[config.mk]
export PLATFORM = sky130hd
export DESIGN_NAME = ac_peak_detector
export DESIGN_NICKNAME = d
export VERILOG_FILES = /design/src/rtl/ac_peak_detector.sv
export SDC_FILE = /design/constraint.sdc
export NUM_CORES = 1
export LEC_CHECK = 0
export ABC_AREA = 1
export CORE_MARGIN = 2
export CORE_UTILIZATION = 55
export DETAILED_ROUTE_END_ITERATION = 7
export PLACE_DENSITY_LB_ADDON = 0.2
export SETUP_SLACK_MARGIN = 0.15
export SYNTH_ARGS = -nofsm -noshare
export SYNTH_HDL_FRONTEND = slang
export SYNTH_SLANG_ARGS = --single-unit
[constraint.sdc]
create_clock -name clk -period 7.6 [get_ports clk]
set_clock_uncertainty 0.1 [all_clocks]
set_input_delay 1.52 -clock clk [delete_from_list [all_inputs] [get_ports clk]]
set_output_delay 1.52 -clock clk [all_outputs]
set_load 0.02 [all_outputs]
[src/rtl/ac_peak_detector.sv]
// Windowed peak/trough capture of the P3 bandpass ADC stream, with peak-to-peak and rail-clip reporting.
// Optional build macro PEAK_DC_OFFSET_EN adds the (max+min)/2 midpoint on m_dc; otherwise m_dc is tied to 0.
//
//   state  | meaning
//   -------+--------------------------------------------------------------
//   IDLE   | waiting for start; samples accepted and discarded
//   ACQ    | accumulating running max/min/clip over 2^WIN_LOG2 samples
//   REPORT | result presented on m_*; sample port stalled until m_ready

module ac_peak_detector #(
    parameter int DW       = 16,
    parameter int WIN_LOG2 = 8
) (
    input  logic          clk,
    input  logic          rst,
    input  logic          start,
    input  logic          s_valid,
    output logic          s_ready,
    input  logic [DW-1:0] s_data,
    output logic          m_valid,
    input  logic          m_ready,
    output logic [DW-1:0] m_max,
    output logic [DW-1:0] m_min,
    output logic [DW:0]   m_pp,
    output logic [DW-1:0] m_dc,
    output logic          m_ovf,
    output logic          busy
);

    typedef enum logic [1:0] {
        IDLE   = 2'd0,
        ACQ    = 2'd1,
        REPORT = 2'd2
    } state_t;

    localparam logic signed [DW-1:0] POS_RAIL = {1'b0, {(DW-1){1'b1}}};
    localparam logic signed [DW-1:0] NEG_RAIL = {1'b1, {(DW-1){1'b0}}};
    localparam logic [WIN_LOG2:0]    WIN_LEN  = {1'b1, {WIN_LOG2{1'b0}}};
    localparam logic [WIN_LOG2:0]    CNT_ONE  = {{WIN_LOG2{1'b0}}, 1'b1};

    state_t                  state_q,   state_d;
    logic [WIN_LOG2:0]       count_q,   count_d;
    logic signed [DW-1:0]    run_max_q, run_max_d;
    logic signed [DW-1:0]    run_min_q, run_min_d;
    logic                    run_ovf_q, run_ovf_d;
    logic signed [DW-1:0]    m_max_q,   m_max_d;
    logic signed [DW-1:0]    m_min_q,   m_min_d;
    logic [DW:0]             m_pp_q,    m_pp_d;
    logic signed [DW-1:0]    m_dc_q,    m_dc_d;
    logic                    m_ovf_q,   m_ovf_d;

    logic signed [DW-1:0]    sample;
    logic signed [DW-1:0]    next_max;
    logic signed [DW-1:0]    next_min;
    logic                    next_ovf;
    logic [WIN_LOG2:0]       count_inc;
    logic [DW:0]             pp_calc;
    logic signed [DW-1:0]    dc_calc;

    // Candidate running values assuming the current sample is accepted.
    assign sample    = $signed(s_data);
    assign next_max  = (sample > run_max_q) ? sample : run_max_q;
    assign next_min  = (sample < run_min_q) ? sample : run_min_q;
    assign next_ovf  = run_ovf_q | (sample == POS_RAIL) | (sample == NEG_RAIL);
    assign count_inc = count_q + CNT_ONE;
    assign pp_calc   = {next_max[DW-1], next_max} - {next_min[DW-1], next_min};

`ifdef PEAK_DC_OFFSET_EN
    logic [DW:0] dc_sum;
    assign dc_sum  = {next_max[DW-1], next_max} + {next_min[DW-1], next_min};
    assign dc_calc = $signed(dc_sum[DW:1]);
`else
    assign dc_calc = '0;
`endif

    always_comb begin
        state_d   = state_q;
        count_d   = count_q;
        run_max_d = run_max_q;
        run_min_d = run_min_q;
        run_ovf_d = run_ovf_q;
        m_max_d   = m_max_q;
        m_min_d   = m_min_q;
        m_pp_d    = m_pp_q;
        m_dc_d    = m_dc_q;
        m_ovf_d   = m_ovf_q;

        case (state_q)
            IDLE: begin
                if (start) begin
                    state_d   = ACQ;
                    count_d   = '0;
                    run_max_d = NEG_RAIL;
                    run_min_d = POS_RAIL;
                    run_ovf_d = 1'b0;
                end
            end
            ACQ: begin
                if (s_valid) begin
                    run_max_d = next_max;
                    run_min_d = next_min;
                    run_ovf_d = next_ovf;
                    count_d   = count_inc;
                    if (count_inc == WIN_LEN) begin
                        m_max_d = next_max;
                        m_min_d = next_min;
                        m_pp_d  = pp_calc;
                        m_dc_d  = dc_calc;
                        m_ovf_d = next_ovf;
                        state_d = REPORT;
                    end
                end
            end
            REPORT: begin
                if (m_ready) begin
                    state_d = IDLE;
                end
            end
            default: begin
                state_d = IDLE;
            end
        endcase
    end

    always_ff @(posedge clk) begin
        if (rst) begin
            state_q   <= IDLE;
            count_q   <= '0;
            run_max_q <= '0;
            run_min_q <= '0;
            run_ovf_q <= 1'b0;
            m_max_q   <= '0;
            m_min_q   <= '0;
            m_pp_q    <= '0;
            m_dc_q    <= '0;
            m_ovf_q   <= 1'b0;
        end else begin
            state_q   <= state_d;
            count_q   <= count_d;
            run_max_q <= run_max_d;
            run_min_q <= run_min_d;
            run_ovf_q <= run_ovf_d;
            m_max_q   <= m_max_d;
            m_min_q   <= m_min_d;
            m_pp_q    <= m_pp_d;
            m_dc_q    <= m_dc_d;
            m_ovf_q   <= m_ovf_d;
        end
    end

    assign s_ready = (state_q != REPORT);
    assign m_valid = (state_q == REPORT);
    assign busy    = (state_q == ACQ);
    assign m_max   = m_max_q;
    assign m_min   = m_min_q;
    assign m_pp    = m_pp_q;
    assign m_dc    = m_dc_q;
    assign m_ovf   = m_ovf_q;

endmodule
==> reports/results.ini <==
[global_routing]
first_global_vias = 5268
antenna_found_initial = 0
grtUsageTotal_pct = 27.2
grt_overflow = 0
grt_max_degree = 49
grt_pass1_wl_um = 25500

[detailed_routing]
final_antenna_net_count = 0
num_vias = 5846
dr.first_iter.drc_count = 569
wl_per_cell_um = 13.8
viasPerCell = 5.29
wirelength_um = 15300
dr.pass1.iters = 5
drc = 0

[cts]
cts_tree = built
clk_pin_slew_ns = 0.09
cts_resized = 0
htreeDepth = 3
clk_path_buf_depth = 2
ctsHoldBuffers = 0
post-cts-setup-buffer-count = 0
cts_sinks = 94
cts-root-buf = clkbuf_8
worstSkewPairLatency_ns = 0.37
cts_buffers = 9

[logic_synthesis]
ys.flop_type = dfxtp_1
ys_seq_area_share_pct = 30.9
ys_ff_latch = 94
synthCells = 904
yosys_warnings = 0
synth_area_per_cell_um2 = 6.74
synth.distinct_cells = 38
synthTopCellsByArea = dfxtp_1 (31%), nand2_1 (13%), ha_1 (9.9%)
post-synth-top-area-cell = dfxtp_1
yosysMostFrequentCell = nand2_1
synth_area_um2 = 6090
synth_edf_count = 0
async_reset_ff_share_pct = 0
synth.top_cell.area_share_pct = 30.9
synth_common_cells = nand2_1 (212), inv_1 (147), dfxtp_1 (94)

[floorplanning]
die_h_um = 109
core.rowCount = 38
die_w_um = 109
io_pins = 90
die_area_um2 = 11900
start_util_pct = 56.2
coreArea_um2 = 10800

[timing]
slew_viol_final = 0
final_min_period_over_clock_period_pct = 77.0
rsz0062_at_grt = no
whs_ns = 0.368
max_freq_mhz = 171
relSlewSlack_pct = 51.1
worst_slew_pin_slew_ns = 0.733
hold_violations = 0
tns_ns = 0
finalSetupViolations = 0
fin_crit_ns = 5.85

[placement]
hpwl_um = 11600
gp_congestion = 0.938
io_buffers = 73

[setup_path]
arrival_ns = 6.02
cp-start-kind = input port
path_class = in -> reg
end_kind = flip-flop
cp_max_fo = 17
cp.required_ns = 7.76
ff2ff_path_depth = 24

[worst_hold_path]
min_path_cells = 2
hold_path.class = reg -> reg

[layout]
drive_above_1_share_pct = 3.31
diodes = 0
areaGrowthSynthToFinish_pct = 15.4
fin_nets = 1031
fillers = 1057

[pwr]
leakage_nw = 3.37
finalPower_mw = 1.40
p_per_area_nw_per_um2 = 199
irDropWorstVdd_v = 0.000111

[run]
maxCapViolCount = 0

[status]
status = finished, final reports clean

==> cell usage in the layout, fill, tap and decap left out, types with 3 or more instances in the layout <==
master and count:
inv_2 3, nor2_1 38, nand3_1 80, clkdlybuf4s50_1 73
xnor2_1 9, ha_1 48, clkbuf_8 11, o21ai_0 31
conb_1 16, or2_2 3, a21oi_1 82, o21a_1 30
nor3_1 5, nand2_1 212, inv_1 147, a21o_1 3
and2_1 14, nor4_1 8, xor2_1 5, dfxtp_1 94
buf_4 8, nand4_1 23, o31ai_1 3
==> power by group <==
group	leakage (nW)	total, mW	switching [mW]	internal, mW
registers	0.764	0.517	0.00885	0.508
logic	2.50	0.535	0.352	0.183
clock network	0.0996	0.344	0.174	0.170
total	3.37	1.40	0.535	0.861
==> final cells by class <==
| cell class | instances | area (um2) | area share (%) |
|---|---|---|---|
| timing repair buffer | 81 | 791 | 11.2 |
| tap | 140 | 175 | 2.49 |
| sequential | 94 | 1880 | 26.8 |
| multi-input combinational | 625 | 3420 | 48.6 |
| clock buffer | 13 | 159 | 2.26 |
| clock inverter | 3 | 42.5 | 0.605 |
| inverter | 150 | 563 | 8.01 |
==> registers in the layout, indices dropped and copies added (netlist names) <==
register,count
m_min,16
state_q,2
m_max,16
m_pp,17
count_q,9
m_ovf,1
run_max_q,16
run_min_q,16
run_ovf_q,1
==> metal layers <==
metal	GRT usage [%]	up-vias	routed length, um
li1	-	3007	-
met1	40.0	2658	7650
met2	41.1	165	6570
met3	3.95	16	872
met4	7.78	0	208
met5	0	-	0
==> critical path, stage by stage <==
cell and delay [ns]:
clkdlybuf4s50_1 0.53, ha_1 0.37, nand2_1 0.08, inv_1 0.04
nand3_1 0.08, a21oi_1 0.05, nor2_1 0.14, nand2_1 0.07
nand2_1 0.37, nand3_1 0.61, nand2_1 0.24, nand2_1 0.12
ha_1 0.21, inv_1 0.08, fa_1 0.21, nand3_1 0.11
a31oi_1 0.14, nor2_1 0.09, o21ai_0 0.45, nand3_1 0.17
nand2_1 0.10, nand2_1 0.05, a21oi_1 0.11, nor2_1 0.05
==> per-stage QoR <==
stage | worst slack, ns | area [um2] | instances | utilization (%)
3_3_place_gp | 1.50 | 6830 | 1090 | 63.0
3_5_place_dp | 1.39 | 6830 | 1090 | 63.0
6_report | 1.75 | 7030 | 1106 | 64.8
2_1_floorplan | 2.95 | 6150 | 919 | -
4_1_cts | 1.80 | 7030 | 1106 | 64.8
5_1_grt | 1.24 | 7030 | 1106 | 64.8
==> kinds of logic after synthesis <==
logic type | Yosys count | share of synthesized area, %
buffers and inverters | 200 | 13.9
flip-flops | 94 | 30.9
XOR/XNOR | 14 | 2.01
AO/OA/AOI/OAI | 158 | 14.8
AND/OR/NAND/NOR | 388 | 28.1
adder cells (fa/ha/maj) | 49 | 10.2
other | 1 | 0.0616
==> path summary, 6_finish.rpt <==
| kind | startpoint | endpoint | slack [ns] |
|---|---|---|---|
| min reg2reg | run_max_q[2] | run_max_q[2] | 0.37 |
| max | s_data[15] | m_pp[16] | 1.75 |
| min | run_max_q[2] | run_max_q[2] | 0.37 |
| max reg2reg | run_max_q[15] | m_pp[16] | 3.09 |
Note: power is estimated with default switching activity, not from simulation.
